===== config.mk =====
export PLATFORM = sky130hd
export DESIGN_NAME = seven_segment_scan
export DESIGN_NICKNAME = d
export VERILOG_FILES = /design/src/rtl/seven_segment_scan.sv
export SDC_FILE = /design/constraint.sdc
export NUM_CORES = 1
export LEC_CHECK = 0
export ABC_AREA = 0
export CAP_MARGIN = 20
export CORE_MARGIN = 2
export CORE_UTILIZATION = 51
export CTS_CLUSTER_DIAMETER = 40
export CTS_CLUSTER_SIZE = 10
export DETAILED_ROUTE_END_ITERATION = 6
export DONT_BUFFER_PORTS = 1
export HOLD_SLACK_MARGIN = 0.1
export PLACE_DENSITY = 0.66
export RECOVER_POWER = 25
export REMOVE_ABC_BUFFERS = 1
export SYNTH_ARGS = -nofsm -noshare
export SYNTH_HDL_FRONTEND = slang
export SYNTH_SLANG_ARGS = --single-unit

===== constraint.sdc =====
create_clock -name CLK100MHZ -period 3.28 [get_ports CLK100MHZ]
set_input_delay 0.328 -clock CLK100MHZ [delete_from_list [all_inputs] [get_ports CLK100MHZ]]
set_output_delay 0.328 -clock CLK100MHZ [all_outputs]
set_load 0.02 [all_outputs]

===== src/rtl/seven_segment_scan.sv =====
// seven_segment_scan: time-multiplexed common-anode seven-segment driver.
// It has a configurable digit count and refresh prescaler. Writes are staged in
// a shadow register and committed only at frame end, so the display never tears.
// It also provides per-digit blanking, decimal points, leading-zero suppression
// and 16-step brightness.
module seven_segment_scan #(
    parameter int DIGITS = 8,
    parameter int DIV    = 4
) (
    input  logic                  CLK100MHZ,
    input  logic                  CPU_RESET,
    input  logic                  WE,
    input  logic [4*DIGITS-1:0]   DATA,
    input  logic [DIGITS-1:0]     DP_IN,
    input  logic [DIGITS-1:0]     BLANK,
    input  logic                  LZ_SUPPRESS,
    input  logic [3:0]            BRIGHT,
    output logic                  PENDING,
    output logic                  FRAME,
    output logic                  CA,
    output logic                  CB,
    output logic                  CC,
    output logic                  CD,
    output logic                  CE,
    output logic                  CF,
    output logic                  CG,
    output logic                  DP,
    output logic [DIGITS-1:0]     AN
);

    localparam int PW = (DIV > 1) ? $clog2(DIV) : 1;
    localparam int DW = (DIGITS > 1) ? $clog2(DIGITS) : 1;
    localparam logic [PW-1:0] PRE_LAST = PW'(DIV - 1);
    localparam logic [DW-1:0] DIG_LAST = DW'(DIGITS - 1);

    // Hex nibble to lit segments, bit order {a,b,c,d,e,f,g}, 1 = lit.
    function automatic logic [6:0] hex_to_seg(input logic [3:0] nib);
        logic [6:0] s;
        case (nib)
            4'h0:    s = 7'b1111110;
            4'h1:    s = 7'b0110000;
            4'h2:    s = 7'b1101101;
            4'h3:    s = 7'b1111001;
            4'h4:    s = 7'b0110011;
            4'h5:    s = 7'b1011011;
            4'h6:    s = 7'b1011111;
            4'h7:    s = 7'b1110000;
            4'h8:    s = 7'b1111111;
            4'h9:    s = 7'b1111011;
            4'hA:    s = 7'b1110111;
            4'hB:    s = 7'b0011111;
            4'hC:    s = 7'b1001110;
            4'hD:    s = 7'b0111101;
            4'hE:    s = 7'b1001111;
            4'hF:    s = 7'b1000111;
            default: s = 7'b0000000;
        endcase
        return s;
    endfunction

    // Scan counters
    logic [PW-1:0]        pre_q, pre_d;
    logic [3:0]           sub_q, sub_d;
    logic [DW-1:0]        dig_q, dig_d;
    logic                 tick_s, sub_wrap_s, frame_end_s;

    // Shadow and active display state
    logic [4*DIGITS-1:0]  data_sh_q, data_sh_d, data_act_q, data_act_d;
    logic [DIGITS-1:0]    dp_sh_q, dp_sh_d, dp_act_q, dp_act_d;
    logic [DIGITS-1:0]    blank_sh_q, blank_sh_d, blank_act_q, blank_act_d;
    logic                 pending_q, pending_d;

    // Registered pins
    logic [DIGITS-1:0]    an_q, an_d;
    logic [6:0]           seg_q, seg_d;
    logic                 dp_q, dp_d;
    logic                 frame_q;

    // Current-digit decode helpers
    logic [3:0]           nib_s;
    logic                 upper_zero_s;
    logic                 suppress_s;

    // Next-state for prescaler, sub-slot and digit counters, plus frame-end detect.
    always_comb begin
        tick_s      = (pre_q == PRE_LAST);
        sub_wrap_s  = tick_s && (sub_q == 4'd15);
        frame_end_s = sub_wrap_s && (dig_q == DIG_LAST);
        if (tick_s) begin
            pre_d = '0;
            sub_d = sub_q + 4'd1;
        end else begin
            pre_d = pre_q + 1'b1;
            sub_d = sub_q;
        end
        if (sub_wrap_s) begin
            if (dig_q == DIG_LAST) begin
                dig_d = '0;
            end else begin
                dig_d = dig_q + 1'b1;
            end
        end else begin
            dig_d = dig_q;
        end
    end

    // Shadow capture on WE; commit the pre-edge shadow into active at frame end.
    always_comb begin
        data_sh_d   = data_sh_q;
        dp_sh_d     = dp_sh_q;
        blank_sh_d  = blank_sh_q;
        data_act_d  = data_act_q;
        dp_act_d    = dp_act_q;
        blank_act_d = blank_act_q;
        pending_d   = pending_q;
        if (frame_end_s && pending_q) begin
            data_act_d  = data_sh_q;
            dp_act_d    = dp_sh_q;
            blank_act_d = blank_sh_q;
        end else begin
            data_act_d  = data_act_q;
        end
        // A write on the commit edge lands in the shadow and stays pending.
        if (WE) begin
            data_sh_d  = DATA;
            dp_sh_d    = DP_IN;
            blank_sh_d = BLANK;
            pending_d  = 1'b1;
        end else if (frame_end_s) begin
            pending_d  = 1'b0;
        end else begin
            pending_d  = pending_q;
        end
    end

    // Pin pattern for the current digit: blank, then zero suppression, then hex.
    always_comb begin
        nib_s        = data_act_q[{dig_q, 2'b00} +: 4];
        upper_zero_s = 1'b1;
        for (int i = 0; i < DIGITS; i++) begin
            if ((i >= int'(dig_q)) && (data_act_q[4*i +: 4] != 4'd0)) begin
                upper_zero_s = 1'b0;
            end else begin
                upper_zero_s = upper_zero_s;
            end
        end
        suppress_s = LZ_SUPPRESS && (dig_q != '0) && upper_zero_s;
        an_d  = '1;
        seg_d = 7'b1111111;
        dp_d  = 1'b1;
        if (sub_q <= BRIGHT) begin
            if (blank_act_q[dig_q]) begin
                an_d  = '1;
                seg_d = 7'b1111111;
                dp_d  = 1'b1;
            end else if (suppress_s) begin
                // Segments stay dark; the anode is driven only to show a lone DP.
                if (dp_act_q[dig_q]) begin
                    an_d[dig_q] = 1'b0;
                    dp_d        = 1'b0;
                end else begin
                    an_d = '1;
                end
            end else begin
                an_d[dig_q] = 1'b0;
                seg_d       = ~hex_to_seg(nib_s);
                dp_d        = ~dp_act_q[dig_q];
            end
        end else begin
            an_d  = '1;
            seg_d = 7'b1111111;
            dp_d  = 1'b1;
        end
    end

    // Scan counter registers.
    always_ff @(posedge CLK100MHZ) begin
        if (CPU_RESET) begin
            pre_q <= '0;
            sub_q <= 4'd0;
            dig_q <= '0;
        end else begin
            pre_q <= pre_d;
            sub_q <= sub_d;
            dig_q <= dig_d;
        end
    end

    // Shadow/active display registers; reset discards any pending write.
    always_ff @(posedge CLK100MHZ) begin
        if (CPU_RESET) begin
            data_sh_q   <= '0;
            dp_sh_q     <= '0;
            blank_sh_q  <= '0;
            data_act_q  <= '0;
            dp_act_q    <= '0;
            blank_act_q <= '0;
            pending_q   <= 1'b0;
        end else begin
            data_sh_q   <= data_sh_d;
            dp_sh_q     <= dp_sh_d;
            blank_sh_q  <= blank_sh_d;
            data_act_q  <= data_act_d;
            dp_act_q    <= dp_act_d;
            blank_act_q <= blank_act_d;
            pending_q   <= pending_d;
        end
    end

    // Output pin registers, one cycle behind the scan state.
    always_ff @(posedge CLK100MHZ) begin
        if (CPU_RESET) begin
            an_q    <= '1;
            seg_q   <= 7'b1111111;
            dp_q    <= 1'b1;
            frame_q <= 1'b0;
        end else begin
            an_q    <= an_d;
            seg_q   <= seg_d;
            dp_q    <= dp_d;
            frame_q <= frame_end_s;
        end
    end

    assign {CA, CB, CC, CD, CE, CF, CG} = seg_q;
    assign DP      = dp_q;
    assign AN      = an_q;
    assign FRAME   = frame_q;
    assign PENDING = pending_q;

endmodule


==> qor.yml <==
outcome:
  status: "finished clean"
power:
  seq_power_share_pct: 43.5
  power_density_nw_per_um2: 555
  power_switching_mw: 0.749
  power.internal_mw: 2.87
  ir_worst_vdd_mv: 0.468
  p_sw_share_pct: 20.7
  leakagePower_nw: 2.57
  pwr-share-comb_pct: 5.4
  pwr-share-clk_pct: 51.1
placement:
  finalWeightedCongestion: 0.927
  io_buffers: 0
  placed_cell_area_um2: 5180
  hpwl_um: 7250
  dp_cells: 674
logic_synthesis:
  ys_seq_area_share_pct: 47.9
  synth-seq-cells: 123
  netlist_instances: 571
  synth_area_um2: 5140
  synth_edf_count: 0
  synthFlopType: "dfxtp_1"
  synthArstFlopShare_pct: 0
  syn_area_per_cell_um2: 9.01
  yosysUniqueCellTypes: 53
  synth_warnings: 0
global_routing:
  grt_pass1_vias: 4106
  antenna_found_initial: 0
  grt_max_degree: 108
  grt_pass1_wl_um: 19900
  overflow: 0
  gr-usage-all-layers_pct: 23.4
die:
  die-area_um2: 10900
  io_pins: 74
  initial_utilization_pct: 52.6
  core_area_um2: 9770
  rows: 36
  die_y_um: 104
  die_x_um: 104
sta:
  tightestPinTransition_ns: 0.684
  finalHoldViolCount: 0
  finalSetupViolations: 0
  setup_tns_ns: 0
  holdWs_ns: 0.149
  drv_slew: 0
  skew_ns: 0.0217
  fin_crit_sh_pct: 81.7
  relSlewSlack_pct: 54.4
  rsz0062_at_grt: "false"
  fmax_mhz: 373
  period_needed_ns: 2.68
layout:
  stdcell_count: 778
  ff_latch_area_um2: 2460
  final_common_cell: "nand2_1"
  nFillCells: 790
  final_core_util_pct: 66.8
  diodes: 0
  area_growth_pct: 27.0
  fin_nets: 705
  stdcell_area_um2: 6530
  final_layout_size_suffix_gt1_share_pct: 9.61
  final_cell_mix: "126 x nand2_1, 123 x dfxtp_1, 71 x dlygate4sd3_1"
  multi_input_area_um2: 2450
clocking:
  clk_pin_slew_ns: 0.06
  cts_tree: "yes"
  cts_sinks: 123
  cts_setup_buffers: 0
  cts_max_level: 4
  clockRootBuffer: "clkbuf_8"
  cts_buffer_depth: 2
  clk_latency_ns: 0.54
  numCtsBuffers: 17
routing:
  num_vias: 4170
  dr.pass1.iters: 4
  wl_per_cell_um: 15.5
  drtIter0Drc: 212
  drt_wl_total_um: 12100
  via_per_inst: 5.36
  drtAntennaViolNets: 0
  drcViolationCount: 0
run:
  cap_violations: 0
critical_path:
  crit_buf_inv: 1
  start_kind: "flip-flop"
  crit_type: "flip-flop to flip-flop"
  end_kind: "flip-flop"
  slowest_stage: "dfxtp_1"
  cpMostUsedCell: "nand2_1"
  critPathRequiredTime_ns: 3.67
  arrival_ns: 3.07
  crit_chain: "mux2_2 -> nand2_1 -> o21ai_1 -> a311oi_2 -> inv_1 -> ha_1 -> nand2_1 -> nor2_1 -> a31oi_1 -> o2111ai_1"
  cpPeakStageDelay_ns: 0.61
  cp_top_family: "compound AO/OA/AOI/OAI gates"
  cp_max_fo: 11
worst_hold_path:
  hold_path_class: "input port to flip-flop"
worst paths after layout:
check | from | end | slack [ns] | depth (start not counted)
max | dig_q[1] | seg_q[6] | 0.60 | 10
min | CPU_RESET | AN[5] | 0.15 | 4
max reg2reg | dig_q[1] | seg_q[6] | 0.60 | 10
min reg2reg | pre_q[0] | pre_q[0] | 0.43 | 1
routing by layer:
metal  up-vias  part of all wire [%]  global-route usage [%]
met2        97                    51                    39.6
met3        18                   4.5                    8.33
met1      1995                    43                    27.0
met5         -                     0                       0
li1       2060                     -                       -
met4         0                   1.5                    9.07
cell families (layout without fill, tap and decap cells):
kind of cell | count (synthesis) | in the layout | synth area share, %
multiplexers | 67 | 67 | 14.5
adder cells (fa/ha/maj) | 16 | 16 | 3.89
XOR/XNOR | 3 | 3 | 0.511
AO/OA/AOI/OAI | 92 | 92 | 11.1
buffers and inverters | 49 | 123 | 4.53
AND/OR/NAND/NOR | 221 | 221 | 17.6
flip-flops | 123 | 123 | 47.9
flip-flops by register name, indices dropped and copies added, names as in the netlist:
name	flops
DP	1
blank_act_q	8
seg_q	7
sub_q	4
AN	8
FRAME	1
data_sh_q	32
dp_sh_q	8
data_act_q	32
pre_q	2
blank_sh_q	8
dig_q	3
PENDING	1
dp_act_q	8
power by group through the flow:
| stage | Clock (mW) | Sequential, mW | Combinational [mW] |
|---|---|---|---|
| finish | 1.85 | 1.58 | 0.197 |
| global route | 1.95 | 1.58 | 0.217 |
| CTS | 1.88 | 1.57 | 0.192 |
| detailed placement | 0 | 1.61 | 0.0795 |
| global placement | 0 | 1.61 | 0.0760 |
| floorplan | 0 | 1.60 | 0.0712 |
through the flow:
step	total power [mW]	setup WS (ns)
after floorplan	1.67	0.593
after global placement	1.68	0.789
after detailed placement	1.69	0.645
after CTS	3.65	0.636
after global routing	3.75	0.424
final	3.62	0.600
Yosys cell counts, types with 2 or more instances:
library cell	number	area (um2)
a21oi_1	58	290
a311oi_2	3	45.0
a31oi_1	4	25.0
and3_1	3	18.8
buf_1	4	15.0
buf_2	9	45.0
buf_6	5	56.3
clkbuf_1	20	75.1
dfxtp_1	123	2460
ha_1	16	200
inv_1	8	30.0
inv_2	3	11.3
mux2_1	3	33.8
mux2_2	5	56.3
mux2i_1	53	531
mux4_2	4	90.1
nand2_1	126	473
nand3_1	6	30.0
nand4_1	2	12.5
nor2_1	62	233
nor2b_1	4	25.0
nor3_1	4	20.0
nor3b_1	2	15.0
nor4_1	5	31.3
o211ai_1	5	37.5
o21ai_0	4	20.0
o21ai_1	3	15.0
xor2_1	2	17.5
tightest hold or removal path, cell delays in order:
cell,delay (ns)
a31oi_1,0.03
o2111ai_2,0.13
a211oi_2,0.08
nand2_1,0.07
timing repair:
item | in CTS | in global routing
setup endpoints to repair | 0 | 0
hold endpoints to repair | 107 | 0
resized for setup | 0 | 0
hold buffers | 73 | 0
area by class of cell:
class	instances	share of cell area [%]
clock buffers	25	7.87
inverters	11	0.632
clock inverters	6	1.26
flip-flops and latches	123	37.7
well taps	133	2.55
repair buffers	81	12.5
multi-input cells	399	37.5
No activity file was read; power rests on OpenSTA's default activity.
